### config.mk
export PLATFORM = sky130hd
export DESIGN_NAME = send_frame_lanes_flat
export DESIGN_NICKNAME = d
export VERILOG_FILES = /design/src/rtl/send_frame_lanes_if.sv /design/src/rtl/send_frame_lanes.sv /design/src/flat_wrapper.sv
export SDC_FILE = /design/constraint.sdc
export NUM_CORES = 1
export LEC_CHECK = 0
export ABC_AREA = 1
export CAP_MARGIN = 20
export CORE_MARGIN = 2
export CORE_UTILIZATION = 40
export CTS_CLUSTER_DIAMETER = 120
export DETAILED_ROUTE_END_ITERATION = 8
export PLACE_DENSITY = 0.59
export SLEW_MARGIN = 20
export SYNTH_ARGS = -nofsm -noshare
export SYNTH_HDL_FRONTEND = slang
export SYNTH_SLANG_ARGS = --single-unit
### constraint.sdc
create_clock -name clock -period 2.1 [get_ports clock]
set_input_delay 0.525 -clock clock [delete_from_list [all_inputs] [get_ports clock]]
set_output_delay 0.525 -clock clock [all_outputs]
set_load 0.1 [all_outputs]
### src/rtl/send_frame_lanes_if.sv
// Signal bundle between the multi-lane frame sender, its word source and the serial pins.
// master is the sender's view; slave is the source/receiver view.
interface send_frame_lanes_if #(
  parameter int WORD_WIDTH = 8,
  parameter int WORDS = 2,
  parameter int LANES = 1
);
  localparam int IDX_W = (WORDS > 1) ? $clog2(WORDS) : 1;

  logic                  start;
  logic [IDX_W-1:0]      index;
  logic [WORD_WIDTH-1:0] data;
  logic                  serialClock;
  logic [LANES-1:0]      serialData;
  logic                  serialFrame;
  logic                  busy;
  logic                  readyAtNext;
  logic                  done;

  modport master (
    input  start, data,
    output index, serialClock, serialData, serialFrame, busy, readyAtNext, done
  );

  modport slave (
    output start, data,
    input  index, serialClock, serialData, serialFrame, busy, readyAtNext, done
  );
endinterface

### src/rtl/send_frame_lanes.sv
// Multi-lane source-synchronous frame sender: WORDS words, MSB first, LANES bits per beat,
// with a CLOCK_DIV divider on each serialClock half-period and a serialFrame delimiter.
module send_frame_lanes #(
  parameter int WORD_WIDTH = 8,
  parameter int WORDS      = 2,
  parameter int LANES      = 1,
  parameter int CLOCK_DIV  = 1
) (
  input  logic               clock,
  input  logic               resetN,
  send_frame_lanes_if.master bus
);
  localparam int BEATS  = WORD_WIDTH / LANES;
  localparam int IDX_W  = (WORDS > 1) ? $clog2(WORDS) : 1;
  localparam int BEAT_W = (BEATS > 1) ? $clog2(BEATS) : 1;
  localparam int DIV_W  = (CLOCK_DIV > 1) ? $clog2(CLOCK_DIV) : 1;

  localparam logic [IDX_W-1:0]  LAST_WORD = IDX_W'(WORDS - 1);
  localparam logic [BEAT_W-1:0] LAST_BEAT = BEAT_W'(BEATS - 1);
  localparam logic [DIV_W-1:0]  LAST_DIV  = DIV_W'(CLOCK_DIV - 1);

  typedef enum logic [1:0] {IDLE, LOW, HIGH} stateT;

  stateT                 stateReg, stateNext;
  logic [DIV_W-1:0]      divCountReg, divCountNext;
  logic [BEAT_W-1:0]     beatReg, beatNext;
  logic [IDX_W-1:0]      wordReg, wordNext;
  logic [WORD_WIDTH-1:0] shiftReg, shiftNext;
  logic [IDX_W-1:0]      indexReg, indexNext;
  logic                  serialClockReg, serialClockNext;
  logic [LANES-1:0]      serialDataReg, serialDataNext;
  logic                  serialFrameReg, serialFrameNext;
  logic                  busyReg, busyNext;
  logic                  readyReg, readyNext;
  logic                  doneReg, doneNext;

  logic phaseEnd, lastBeat, lastWord;

  assign phaseEnd = (divCountReg == LAST_DIV);
  assign lastBeat = (beatReg == LAST_BEAT);
  assign lastWord = (wordReg == LAST_WORD);

  always_ff @(posedge clock or negedge resetN) begin
    if (!resetN) begin
      stateReg       <= IDLE;
      divCountReg    <= '0;
      beatReg        <= '0;
      wordReg        <= '0;
      shiftReg       <= '0;
      indexReg       <= '0;
      serialClockReg <= 1'b1;
      serialDataReg  <= '0;
      serialFrameReg <= 1'b0;
      busyReg        <= 1'b0;
      readyReg       <= 1'b0;
      doneReg        <= 1'b0;
    end else begin
      stateReg       <= stateNext;
      divCountReg    <= divCountNext;
      beatReg        <= beatNext;
      wordReg        <= wordNext;
      shiftReg       <= shiftNext;
      indexReg       <= indexNext;
      serialClockReg <= serialClockNext;
      serialDataReg  <= serialDataNext;
      serialFrameReg <= serialFrameNext;
      busyReg        <= busyNext;
      readyReg       <= readyNext;
      doneReg        <= doneNext;
    end
  end

  always_comb begin
    stateNext    = stateReg;
    divCountNext = divCountReg;
    beatNext     = beatReg;
    wordNext     = wordReg;
    case (stateReg)
      IDLE: begin
        if (bus.start) begin
          stateNext    = LOW;
          divCountNext = '0;
          beatNext     = '0;
          wordNext     = '0;
        end
      end
      LOW: begin
        if (phaseEnd) begin
          stateNext    = HIGH;
          divCountNext = '0;
        end else begin
          divCountNext = divCountReg + DIV_W'(1);
        end
      end
      HIGH: begin
        if (phaseEnd) begin
          divCountNext = '0;
          if (!lastBeat) begin
            stateNext = LOW;
            beatNext  = beatReg + BEAT_W'(1);
          end else if (!lastWord) begin
            stateNext = LOW;
            beatNext  = '0;
            wordNext  = wordReg + IDX_W'(1);
          end else begin
            stateNext = IDLE;
            beatNext  = '0;
            wordNext  = '0;
          end
        end else begin
          divCountNext = divCountReg + DIV_W'(1);
        end
      end
      default: stateNext = IDLE;
    endcase
  end

  // Outputs are computed one cycle ahead so every pin comes straight from a flop.
  always_comb begin
    shiftNext       = shiftReg;
    indexNext       = indexReg;
    serialClockNext = serialClockReg;
    serialDataNext  = serialDataReg;
    serialFrameNext = serialFrameReg;
    busyNext        = (stateNext != IDLE);
    doneNext        = 1'b0;
    readyNext       = (stateNext == HIGH) && (divCountNext == LAST_DIV) && lastBeat && lastWord;
    case (stateReg)
      IDLE: begin
        if (bus.start) begin
          shiftNext       = bus.data;
          serialDataNext  = bus.data[WORD_WIDTH-1 -: LANES];
          serialClockNext = 1'b0;
          serialFrameNext = 1'b1;
        end
      end
      LOW: begin
        if (phaseEnd) begin
          serialClockNext = 1'b1;
          // Advancing index a half-period early lets the source settle before the latch.
          if (lastBeat && !lastWord) begin
            indexNext = indexReg + IDX_W'(1);
          end
        end
      end
      HIGH: begin
        if (phaseEnd) begin
          if (!lastBeat) begin
            shiftNext       = shiftReg << LANES;
            serialDataNext  = shiftNext[WORD_WIDTH-1 -: LANES];
            serialClockNext = 1'b0;
          end else if (!lastWord) begin
            shiftNext       = bus.data;
            serialDataNext  = bus.data[WORD_WIDTH-1 -: LANES];
            serialClockNext = 1'b0;
          end else begin
            serialClockNext = 1'b1;
            serialDataNext  = '0;
            serialFrameNext = 1'b0;
            indexNext       = '0;
            doneNext        = 1'b1;
          end
        end
      end
      default: ;
    endcase
  end

  assign bus.index       = indexReg;
  assign bus.serialClock = serialClockReg;
  assign bus.serialData  = serialDataReg;
  assign bus.serialFrame = serialFrameReg;
  assign bus.busy        = busyReg;
  assign bus.readyAtNext = readyReg;
  assign bus.done        = doneReg;
endmodule
### src/flat_wrapper.sv
// flat-port wrapper written by rule: the top's interface ports become plain ports
module send_frame_lanes_flat 
#(
  parameter int WORD_WIDTH = 8,
  parameter int WORDS      = 2,
  parameter int LANES      = 1,
  parameter int CLOCK_DIV  = 1
)
  (clock, resetN, bus_start, bus_data, bus_index, bus_serialClock, bus_serialData, bus_serialFrame, bus_busy, bus_readyAtNext, bus_done);
  send_frame_lanes_if #(.WORD_WIDTH(WORD_WIDTH), .WORDS(WORDS), .LANES(LANES)) bus_i ();
  input  logic clock;
  input  logic resetN;
  input wire logic [$bits(bus_i.start)-1:0] bus_start;
  input wire logic [$bits(bus_i.data)-1:0] bus_data;
  output wire logic [$bits(bus_i.index)-1:0] bus_index;
  output wire logic [$bits(bus_i.serialClock)-1:0] bus_serialClock;
  output wire logic [$bits(bus_i.serialData)-1:0] bus_serialData;
  output wire logic [$bits(bus_i.serialFrame)-1:0] bus_serialFrame;
  output wire logic [$bits(bus_i.busy)-1:0] bus_busy;
  output wire logic [$bits(bus_i.readyAtNext)-1:0] bus_readyAtNext;
  output wire logic [$bits(bus_i.done)-1:0] bus_done;
  assign bus_i.start = bus_start;
  assign bus_i.data = bus_data;
  assign bus_index = bus_i.index;
  assign bus_serialClock = bus_i.serialClock;
  assign bus_serialData = bus_i.serialData;
  assign bus_serialFrame = bus_i.serialFrame;
  assign bus_busy = bus_i.busy;
  assign bus_readyAtNext = bus_i.readyAtNext;
  assign bus_done = bus_i.done;
  send_frame_lanes #(.WORD_WIDTH(WORD_WIDTH), .WORDS(WORDS), .LANES(LANES), .CLOCK_DIV(CLOCK_DIV)) u_core (.clock(clock), .resetN(resetN), .bus(bus_i));
endmodule
# [Yosys cells after proc, flatten, opt, wreduce, memory -nomap -nowiden]
# Index checks and enable logic that the tools add are counted.
[op_classes] n_addsub=4 multipliers=0 n_div=0 n_lt_le_gt_ge=0 eq_ne=11 shift=0 n_mux=43 bitwise=1 n_reduce_logical=17
[op_table] cell="two-way mux 7 bit" count=4
[op_table] cell="two-way mux 1 bit" count=23
[op_table] cell="one-hot mux 7 bit (2 select lines)" count=1
[op_table] cell="AND reduction 4 bit" count=3
[op_table] cell="one-hot mux 1 bit (2 select lines)" count=5
[op_table] cell="two-way mux 3 bit" count=3
[op_table] cell="two-way mux 2 bit" count=4
[op_table] cell="!= test 2 x 1 -> 1 bit (second input constant)" count=3
[op_table] cell="!= test 2 bit (second input constant)" count=3
[op_table] cell="one-hot mux 2 bit (3 select lines)" count=1
[op_table] cell="one-hot mux 3 bit (2 select lines)" count=1
[op_table] cell="AND reduction 6 bit" count=1
[op_table] cell="nonzero test 2 bit" count=3
[op_table] cell="AND reduction 5 bit" count=1
[op_table] cell="== test 2 bit (second input constant)" count=2
[op_table] cell="logical AND 1 bit" count=4
[op_table] cell="adder 1 bit (second input constant)" count=3
[op_table] cell="adder 3 x 1 -> 3 bit (second input constant)" count=1
[op_table] cell="== test 3 bit (second input constant)" count=1
[op_table] cell="!= test 3 bit (second input constant)" count=1
[op_table] cell="one-hot mux 1 bit (3 select lines)" count=1
[op_table] cell="AND reduction 3 bit" count=1
[op_table] cell="nonzero test 3 bit" count=1
[op_table] cell="== test 2 x 1 -> 1 bit (second input constant)" count=1
[op_table] cell="4 further kinds" count=4
[totals] ff_bits=21 latchBits=0 ram_bits=0 rom_bits=0 out_inout_bits=7 word_cells=88 mem_count=0

# [Longest topological paths before layout]
# Gate-level depths: netlist (run 1).
[depth] word_depth=8 ltp_mapped=10 ltp_nobuf=9

# [Worst setup path before layout (run 1)]
# OpenSTA, ideal clock, no wires.
[synth_timing] kind="register -> output" startpoint="reg u_core.indexReg (netlist: u_core.bus.index)" endpoint="out bus_index" arrival_time_ns=0.913 required_ns=1.575 setup_slack_ns=0.662 path_stages_with_launch=1 path_buffers=0 cell_sequence="dfrtp_1"
[synth_lines] item="start, declared" line_no="send_frame_lanes.sv:29" text="logic [IDX_W-1:0] indexReg, indexNext;"
[synth_lines] item="start signal, assigned" line_no="send_frame_lanes.sv:63" text="indexReg <= indexNext;"
[synth_lines] item="end, declared" line_no="flat_wrapper.sv:15" text="output wire logic [$bits(bus_i.index)-1:0] bus_index;"
# No word-level cell between the ends.

# [Final worst setup path (run 1)]
[layout_timing] startpoint="reg u_core.stateReg[0]" endpoint="reg u_core.shiftReg[3]"
[layout_between] elab_chain_len=3 word_cells_on_any_way=8 classes_between="eq/ne: 4; mux: 1; reduce/logical: 3"
[layout_lines] item="start, declared" line_no="send_frame_lanes.sv:24" text="stateT stateReg, stateNext;"
[layout_lines] item="start signal, assigned" line_no="send_frame_lanes.sv:58" text="stateReg <= stateNext;"
[layout_lines] item="== test 2 bit / zero test 2 bit (equally long branches)" line_no="send_frame_lanes.sv:128" text="case (stateReg)"
[layout_lines] item="!= test 3 bit (no source line), or another cell as far along"
[layout_lines] item="AND reduction 4 bit (no source line)"
[layout_lines] item="end signal, assigned" line_no="send_frame_lanes.sv:62" text="shiftReg <= shiftNext;"
[layout_lines] item="end, declared" line_no="send_frame_lanes.sv:28" text="logic [WORD_WIDTH-1:0] shiftReg, shiftNext;"
# Parallel ways exist; a longest one is shown, timed or not.
# A chain may end at the register's enable or synchronous reset.

==> results of run 1 <==
worst reg2reg max path: cells and delay by family (launching register included):
kind	cells	cell delay [ps]
adder cells (fa/ha/maj)	1	400
buffers and inverters	2	370
AND/OR/NAND/NOR	5	500
flip-flops	1	470
registers in the layout, indices dropped and copies added (netlist names):
register                count
u_core.shiftReg             7
u_core.beatReg              3
u_core.stateReg             2
u_core.bus.busy             1
u_core.bus.done             1
u_core.bus.index            1
u_core.bus.readyAtNext      1
u_core.bus.serialClock      1
u_core.bus.serialData       1
u_core.bus.serialFrame      1
u_core.divCountReg          1
u_core.lastWord             1
Yosys cell counts (all sizes together):
master | count | area share
nand3 | 8 | 0.034
nor3 | 1 | 0.0042
nand2 | 75 | 0.26
dfstp | 1 | 0.022
ha | 7 | 0.074
o21ai | 9 | 0.038
a21oi | 5 | 0.024
o31ai | 1 | 0.0064
nor2 | 7 | 0.042
dfrtp | 20 | 0.42
buf | 3 | 0.018
inv | 16 | 0.053
where the power goes:
| part | leakage, nW | internal, mW | switching (mW) |
|---|---|---|---|
| registers | 0.266 | 0.572 | 0.110 |
| clock network | 0.0177 | 0.0709 | 0.123 |
| logic | 0.500 | 0.400 | 0.935 |
cell families after synthesis:
group | after synthesis | synth area share
flops | 21 | 0.446
buf+inv | 19 | 0.0710
simple gates | 91 | 0.340
compound gates | 15 | 0.0689
fa+ha+maj | 7 | 0.0741
final cells by class:
type / count / share of cell area
Sequential cell: 21 / 0.373
Inverter: 16 / 0.0442
Timing Repair Buffer: 20 / 0.133
Tap cell: 31 / 0.0274
Multi-Input combinational cell: 113 / 0.404
Clock buffer: 3 / 0.0159
Clock inverter: 1 / 0.00354
worst max path at each step:
stage                                  from                                end  slack, ps  cells after the start
2_1_floorplan  u_core.bus.index$_DFFE_PN0P_                          bus_index        660                      0
3_3_place_gp                      bus_start     u_core.shiftReg[4]$_DFFE_PN0P_        340                      9
3_5_place_dp                      bus_start     u_core.shiftReg[3]$_DFFE_PN0P_        310                      9
4_1_cts        u_core.stateReg[0]$_DFF_PN0_  u_core.bus.serialData$_DFFE_PN0P_        300                      8
5_1_grt        u_core.stateReg[0]$_DFF_PN0_     u_core.shiftReg[5]$_DFFE_PN0P_        110                      8
6_report       u_core.stateReg[0]$_DFF_PN0_     u_core.shiftReg[3]$_DFFE_PN0P_        310                      8
metal layers:
layer | GRT usage | routed length, um
met1 | 0.227 | 1150
met2 | 0.239 | 1040
met3 | 0.0286 | 102
met4 | 0.0664 | 22
met5 | 0 | 0
==> impl_metrics.env, run 1 <==
export IMPL_power_density_nw_per_um2=1560
export IMPL_min_period_over_period=0.851
export IMPL_post_cts_resized=0
export IMPL_vias=986
export IMPL_layout_common_cells="nand2_1, dfrtp_1, inv_1, clkdlybuf4s50_1, buf_4"
export IMPL_mostFrequentLayoutCell="nand2_1"
export IMPL_timing_rr_start="u_core.stateReg[0]$_DFF_PN0_"
export IMPL_fp_dieArea_sq_um=3400
export IMPL_required_ps=2350
export IMPL_maxCapViolCount=0
export IMPL_cts_tree="yes"
export IMPL_fill_cells=280
export IMPL_hold_violations=0
export IMPL_fin_hold_ws_ps=488
export IMPL_vias_per_cell=4.81
export IMPL_end_kind="flop"
export IMPL_regArea_sq_um=527
export IMPL_grt_pass1_vias=940
export IMPL_cp_start_kind="flop"
export IMPL_cts_sink_count=21
export IMPL_cp_max_fo=8
export IMPL_syn_inst=153
export IMPL_grt_pass1_wl_um=4140
export IMPL_ys_ff_latch=21
export IMPL_drc=0
export IMPL_areaGrowthSynthToFinish_pct=19.7
export IMPL_placed_cell_area_sq_um=1390
export IMPL_die_width_um=58.3
export IMPL_grt_total_usage=0.159
export IMPL_diodes=0
export IMPL_fin_area_sq_um=1410
export IMPL_path_cells="inv_1 -> ha_1 -> nand2_1 -> inv_1 -> nand2_1 -> nand2_1 -> nand2_1 -> nand2_1"
export IMPL_chipHeight_um=58.3
export IMPL_clkLatencyLatePin_ps=300
export IMPL_num_nets_final=193
export IMPL_status="finished, final reports clean"
export IMPL_cts_max_path_buffers=2
export IMPL_place_inst=201
export IMPL_fin_util=0.508
export IMPL_ant_nets=0
export IMPL_overflow=0
export IMPL_min_path_type="reg2reg"
export IMPL_post_cts_setup_buffers=0
export IMPL_cts_hold_buffers=0
export IMPL_worst_slew_pin_slew_ps=389
export IMPL_whs_endpoint="u_core.bus.serialFrame$_DFFE_PN0P_"
export IMPL_firstDrtPassIters=4
export IMPL_layoutNonFillerInstCount=205
export IMPL_cpMostUsedCell="nand2_1"
export IMPL_pin_count=18
export IMPL_wl_per_cell_um=11.3
export IMPL_clockRootBuffer="clkbuf_4"
export IMPL_syn_avg_cell_area_sq_um=7.72
export IMPL_synth_cell_types=21
export IMPL_wirelength_um=2310
export IMPL_drt_iter0_markers=28
export IMPL_syn_nets=171
export IMPL_slew_limit_headroom=0.741
export IMPL_layout_setup_ws_ps=313
export IMPL_core_sq_um=2780
export IMPL_antenna_found_initial=0
export IMPL_criticalPathCategory="reg2reg"
export IMPL_vdd_drop_max_mv=1.10
export IMPL_dp_slack_ps=310
export IMPL_crit_buf_inv=2
export IMPL_power_mw=2.21
export IMPL_cts_buffers=3
export IMPL_initial_core_util=0.425
export IMPL_drive_gt1_frac=0.138
export IMPL_r2r_end="u_core.shiftReg[3]$_DFFE_PN0P_"
export IMPL_routabilityCongestion=0.842
export IMPL_grt_max_degree=22
export IMPL_cpPeakStageDelay_ps=470
export IMPL_r2r_setup_slack_ps=310
export IMPL_fmax_ghz=0.560
export IMPL_h_tree_depth=1
export IMPL_arrival_ps=2040
export IMPL_rsz0062_at_grt="false"
export IMPL_drv_slew=0
export IMPL_multi_input_area_sq_um=571
export IMPL_ys_seq_area_frac=0.446
export IMPL_cellLeakagePower_nw=0.784
export IMPL_layout_min_cycle_time_ps=1790
export IMPL_clock_skew_ps=4.62
export IMPL_synth_warnings=0
export IMPL_holdCritStartpoint="u_core.bus.serialFrame$_DFFE_PN0P_"
export IMPL_setup_viol=0
export IMPL_row_count=19
export IMPL_io_buffers=17
export IMPL_syn_area_sq_um=1180
export IMPL_setup_tns_ps=0
export IMPL_clkTransAtPathRegs_ps=120
export IMPL_reg2reg_depth=8
export IMPL_cp_top_family="simple AND/OR/NAND/NOR gates"
export IMPL_hold_path_depth=2
export IMPL_critical_path_slowest_cell="dfrtp_1"
export IMPL_hpwl_um=1790
Note: power is estimated with default switching activity, not from simulation.
==> run 2: changes to the inputs <==
--- a/config.mk
+++ b/config.mk
@@ -12,6 +12,7 @@
 export CTS_CLUSTER_DIAMETER = 120
 export DETAILED_ROUTE_END_ITERATION = 8
 export PLACE_DENSITY = 0.59
+export RECOVER_POWER = 25
 export SLEW_MARGIN = 20
 export SYNTH_ARGS = -nofsm -noshare
 export SYNTH_HDL_FRONTEND = slang
==> run 2 against run 1 <==
Critical path depth is the same. Sequential power is essentially flat. Worst setup slack is the same. Flip-flop and latch count is the same. Combinational power is essentially flat. Final cell count is the same. Sequential share of layout area grew 0.099 points. Count of clock-buffer cells in the layout is the same. Critical path type unchanged. Largest cell class unchanged. Largest power group unchanged.
==> impl_metrics.env, run 2 (same netlist as run 1, synthesis figures left out) <==
export IMPL_drc=0
export IMPL_post_cts_setup_buffers=0
export IMPL_io_buffers=17
export IMPL_clock_skew_ps=4.62
export IMPL_swShare=0.529
export IMPL_end_kind="flop"
export IMPL_drt_iter0_markers=28
export IMPL_power_frac_clock=0.088
export IMPL_setup_tns_ps=0
export IMPL_ant_nets=0
export IMPL_routabilityCongestion=0.842
export IMPL_p_int_mw=1.04
export IMPL_power_density_nw_per_um2=1570
export IMPL_die_width_um=58.3
export IMPL_vdd_drop_max_mv=1.10
export IMPL_seq_power_share=0.308
export IMPL_slew_limit_headroom=0.261
export IMPL_hpwl_um=1790
export IMPL_min_path_type="reg2reg"
export IMPL_hold_violations=0
export IMPL_status="finished, final reports clean"
export IMPL_diodes=0
export IMPL_wirelength_um=2310
export IMPL_reg_largest_list="u_core.shiftReg x7, u_core.beatReg x3, u_core.stateReg x2"
export IMPL_maxCapViolCount=0
export IMPL_mostFrequentLayoutCell="nand2_1"
export IMPL_chipHeight_um=58.3
export IMPL_grt_pass1_wl_um=4140
export IMPL_vias_per_cell=4.81
export IMPL_arrival_ps=2040
export IMPL_drive_gt1_frac=0.132
export IMPL_layout_common_cells="nand2_1, dfrtp_1, inv_1, clkdlybuf4s50_1"
export IMPL_h_tree_depth=1
export IMPL_min_period_over_period=0.851
export IMPL_num_nets_final=193
export IMPL_grt_pass1_vias=940
export IMPL_row_count=19
export IMPL_clkLatencyLatePin_ps=300
export IMPL_p_comb_frac=0.604
export IMPL_fp_dieArea_sq_um=3400
export IMPL_post_cts_resized=0
export IMPL_cts_max_path_buffers=2
export IMPL_drv_slew=0
export IMPL_cts_hold_buffers=0
export IMPL_r2r_setup_slack_ps=310
export IMPL_fmax_ghz=0.560
export IMPL_worst_slew_pin_slew_ps=1110
export IMPL_cts_tree="yes"
export IMPL_criticalPathCategory="reg2reg"
export IMPL_firstDrtPassIters=4
export IMPL_cp_max_fo=8
export IMPL_overflow=0
export IMPL_fill_cells=280
export IMPL_fin_hold_ws_ps=488
export IMPL_grt_max_degree=22
export IMPL_required_ps=2350
export IMPL_cts_sink_count=21
export IMPL_vias=986
export IMPL_grt_total_usage=0.159
export IMPL_largest_register_ffs=7
export IMPL_wl_per_cell_um=11.3
export IMPL_cts_buffers=3
export IMPL_layout_min_cycle_time_ps=1790
export IMPL_core_sq_um=2780
export IMPL_initial_core_util=0.425
export IMPL_fin_util=0.507
export IMPL_pin_count=18
export IMPL_setup_viol=0
export IMPL_cellLeakagePower_nw=0.781
export IMPL_areaGrowthSynthToFinish_pct=19.4
export IMPL_clkTransAtPathRegs_ps=120
export IMPL_clockRootBuffer="clkbuf_4"
export IMPL_rsz0062_at_grt="false"
export IMPL_max_flop_register="u_core.shiftReg"
export IMPL_p_switching_mw=1.17
export IMPL_antenna_found_initial=0
export IMPL_cp_start_kind="flop"
[run 2: cell types whose count changed in the layout (fill, tap and decap cells not counted), sizes merged]
cell and delta:
buf -1, dlygate4sd3 +1, clkbuf +1, clkdlybuf4s50 -1
[run 2: layout make-up]
cell class	instances	area (sq um)	share of cell area
clock inverters	1	5.00	0.00355
repair buffers	20	184	0.130
well taps	31	38.8	0.0275
clock buffers	3	22.5	0.0160
inverters	16	62.6	0.0444
multi-input cells	113	571	0.405
flip-flops and latches	21	527	0.374
[run 2: power by group through the flow]
stage | registers (mW) | clock network, mW | logic, mW
floorplan | 1.01 | 0 | 0.704
global placement | 0.692 | 0 | 1.34
finish | 0.681 | 0.194 | 1.33
detailed placement | 0.686 | 0 | 1.34
global route | 0.707 | 0.225 | 1.48
CTS | 0.680 | 0.206 | 1.35
[run 2: worst max-delay path, stage by stage, from the launching register on]
cell and delay [ps]:
dfrtp_1 470, inv_1 120, ha_1 400, nand2_1 240, inv_1 250, nand2_1 80
nand2_1 60, nand2_1 60, nand2_1 60
[run 2: through the flow]
stage                     instances  worst slack, ps  instance area [sq um]  power, mW
after detailed placement        201              310                   1390       2.03
after floorplan                 153              662                   1180       1.71
final                           205              313                   1410       2.21
after CTS                       205              295                   1410       2.23
after global placement          201              343                   1390       2.03
after global routing            205              113                   1410       2.41
[run 2: routing by layer]
metal  part of all wire  track usage  up-vias
met3              0.044       0.0286        2
met1               0.50        0.227      448
met5                  0            0        -
met4             0.0095       0.0664        0
li1                   -            -      514
met2               0.45        0.239       22
[run 2: final timing paths]
check                           cells after the start                                 end                                from
worst max-delay path                                8      u_core.shiftReg[3]$_DFFE_PN0P_        u_core.stateReg[0]$_DFF_PN0_
worst min-delay path                                2  u_core.bus.serialFrame$_DFFE_PN0P_  u_core.bus.serialFrame$_DFFE_PN0P_
worst max register to register                      8      u_core.shiftReg[3]$_DFFE_PN0P_        u_core.stateReg[0]$_DFF_PN0_
worst min register to register                      2  u_core.bus.serialFrame$_DFFE_PN0P_  u_core.bus.serialFrame$_DFFE_PN0P_
max in group asynchronous                           2        u_core.divCountReg$_DFF_PN0_                              resetN
min in group asynchronous                           2        u_core.bus.index$_DFFE_PN0P_                              resetN
==> run 3: changes to the inputs <==
--- a/config.mk
+++ b/config.mk
@@ -11,7 +11,6 @@
 export CORE_UTILIZATION = 40
 export CTS_CLUSTER_DIAMETER = 120
 export DETAILED_ROUTE_END_ITERATION = 8
-export PLACE_DENSITY = 0.59
 export RECOVER_POWER = 25
 export SLEW_MARGIN = 20
 export SYNTH_ARGS = -nofsm -noshare
==> run 3 against run 2 <==
Sequential power hardly changed. Fmax is 2.2% higher. Clock power hardly changed. Largest power group unchanged.
==> impl_metrics.env, run 3 (same netlist as run 1, synthesis figures left out) <==
export IMPL_status="finished, final reports clean"
export IMPL_r2r_end="u_core.shiftReg[2]$_DFFE_PN0P_"
export IMPL_maxCapViolCount=0
export IMPL_cellLeakagePower_nw=0.775
export IMPL_vias=961
export IMPL_cts_tree="yes"
export IMPL_hold_violations=0
export IMPL_vdd_drop_max_mv=1.15
export IMPL_grt_total_usage=0.151
export IMPL_num_nets_final=192
export IMPL_pin_count=18
export IMPL_worst_slew_pin_slew_ps=706
export IMPL_h_tree_depth=1
export IMPL_grt_max_degree=14
export IMPL_clock_skew_ps=0.877
export IMPL_drv_slew=0
export IMPL_min_period_over_period=0.833
export IMPL_clkTransAtPathRegs_ps=120
export IMPL_cp_start_kind="flop"
export IMPL_drc=0
export IMPL_required_ps=2300
export IMPL_overflow=0
export IMPL_path_cells="inv_1 -> ha_1 -> inv_2 -> nor2_1 -> inv_1 -> nand2_4 -> inv_4 -> nand2_1 -> nand2_1"
export IMPL_layout_min_cycle_time_ps=1750
export IMPL_power_density_nw_per_um2=1560
export IMPL_grt_pass1_wl_um=3930
export IMPL_hold_path_depth=2
export IMPL_wl_per_cell_um=11.1
export IMPL_cts_sink_count=21
export IMPL_cts_max_path_buffers=2
export IMPL_wirelength_um=2260
export IMPL_post_cts_setup_buffers=0
export IMPL_min_path_type="reg2reg"
export IMPL_critical_path_slowest_cell="dfrtp_1"
export IMPL_drive_gt1_frac=0.127
export IMPL_post_cts_resized=0
export IMPL_hpwl_um=1780
export IMPL_grt_pass1_vias=869
export IMPL_crit_buf_inv=4
export IMPL_drt_iter0_markers=32
export IMPL_criticalPathCategory="reg2reg"
export IMPL_fmax_ghz=0.572
export IMPL_firstDrtPassIters=4
export IMPL_cts_hold_buffers=0
export IMPL_row_count=19
export IMPL_cts_buffers=3
export IMPL_arrival_ps=1950
export IMPL_holdCritStartpoint="u_core.bus.serialFrame$_DFFE_PN0P_"
export IMPL_cpPeakStageDelay_ps=460
export IMPL_setup_viol=0
export IMPL_reg2reg_depth=9
export IMPL_reg_largest_list="u_core.shiftReg x7, u_core.beatReg x3, u_core.stateReg x2"
export IMPL_cp_top_family="flip-flops"
export IMPL_diodes=0
export IMPL_cp_max_fo=10
export IMPL_mostFrequentLayoutCell="nand2_1"
export IMPL_largest_register_ffs=7
export IMPL_rsz0062_at_grt="false"
export IMPL_clkLatencyLatePin_ps=300
export IMPL_max_flop_register="u_core.shiftReg"
export IMPL_vias_per_cell=4.71
export IMPL_slew_limit_headroom=0.529
export IMPL_clockRootBuffer="clkbuf_4"
export IMPL_whs_endpoint="u_core.bus.serialFrame$_DFFE_PN0P_"
export IMPL_layout_common_cells="nand2_1, dfrtp_1, inv_1, clkdlybuf4s50_1, nand3_1"
export IMPL_io_buffers=17
export IMPL_chipHeight_um=58.3
export IMPL_timing_rr_start="u_core.stateReg[0]$_DFF_PN0_"
export IMPL_fp_dieArea_sq_um=3400
export IMPL_setup_tns_ps=0
export IMPL_initial_core_util=0.425
export IMPL_ant_nets=0
export IMPL_die_width_um=58.3
export IMPL_power_mw=2.19
export IMPL_r2r_setup_slack_ps=350
export IMPL_areaGrowthSynthToFinish_pct=18.8
export IMPL_end_kind="flop"
export IMPL_core_sq_um=2780
export IMPL_antenna_found_initial=0
export IMPL_routabilityCongestion=0.822
==> run 3: cell count changes in the layout (fill, tap and decap cells not counted) <==
cell   delta
buf_4     -1
==> run 3: final cells by class <==
| type | count | area (sq um) |
|---|---|---|
| inverters | 16 | 62.6 |
| flip-flops and latches | 21 | 527 |
| multi-input cells | 113 | 571 |
| fillers | 268 | 1380 |
| clock buffers | 3 | 22.5 |
| well taps | 31 | 38.8 |
| repair buffers | 19 | 176 |
| clock inverters | 1 | 5.00 |
==> run 3: where the power goes <==
group | total, mW | leakage [nW] | internal (mW) | switching [mW]
logic | 1.32 | 0.491 | 0.389 | 0.930
clock network | 0.194 | 0.0177 | 0.0709 | 0.123
registers | 0.681 | 0.266 | 0.572 | 0.110
==> run 3: worst reg2reg max path, delay by kind of cell, from the launching register on <==
kind	cells	cell delay, ps
simple gates	4	380
fa+ha+maj	1	460
flops	1	460
buf+inv	4	350
==> run 3: layer usage <==
| layer | vias up | track usage | part of all wire |
|---|---|---|---|
| li1 | 516 | - | - |
| met1 | 428 | 0.230 | 0.54 |
| met2 | 15 | 0.213 | 0.42 |
| met3 | 2 | 0.0264 | 0.037 |
| met4 | 0 | 0.0532 | 0.011 |
| met5 | - | 0 | 0 |
==> run 3: metrics by stage <==
stage / hold slack [ps] / util / instance area [sq um] / std cells / worst slack (ps)
finish: 492 / 0.504 / 1400 / 204 / 351
global route: 517 / 0.504 / 1400 / 204 / 133
CTS: 501 / 0.506 / 1410 / 204 / 352
detailed placement: 471 / 0.496 / 1380 / 200 / 258
global placement: 466 / 0.496 / 1380 / 200 / 267
floorplan: 229 / - / 1180 / 153 / 662
==> run 3: worst max path at each step <==
| stage | from | end | cells past startpoint |
|---|---|---|---|
| final | u_core.stateReg[0]$_DFF_PN0_ | u_core.shiftReg[2]$_DFFE_PN0P_ | 9 |
| after global routing | u_core.stateReg[0]$_DFF_PN0_ | u_core.bus.serialData$_DFFE_PN0P_ | 8 |
| after CTS | u_core.stateReg[0]$_DFF_PN0_ | u_core.bus.serialData$_DFFE_PN0P_ | 8 |
| after detailed placement | bus_start | u_core.shiftReg[3]$_DFFE_PN0P_ | 9 |
| after global placement | bus_start | u_core.shiftReg[2]$_DFFE_PN0P_ | 9 |
| after floorplan | u_core.bus.index$_DFFE_PN0P_ | bus_index | 0 |
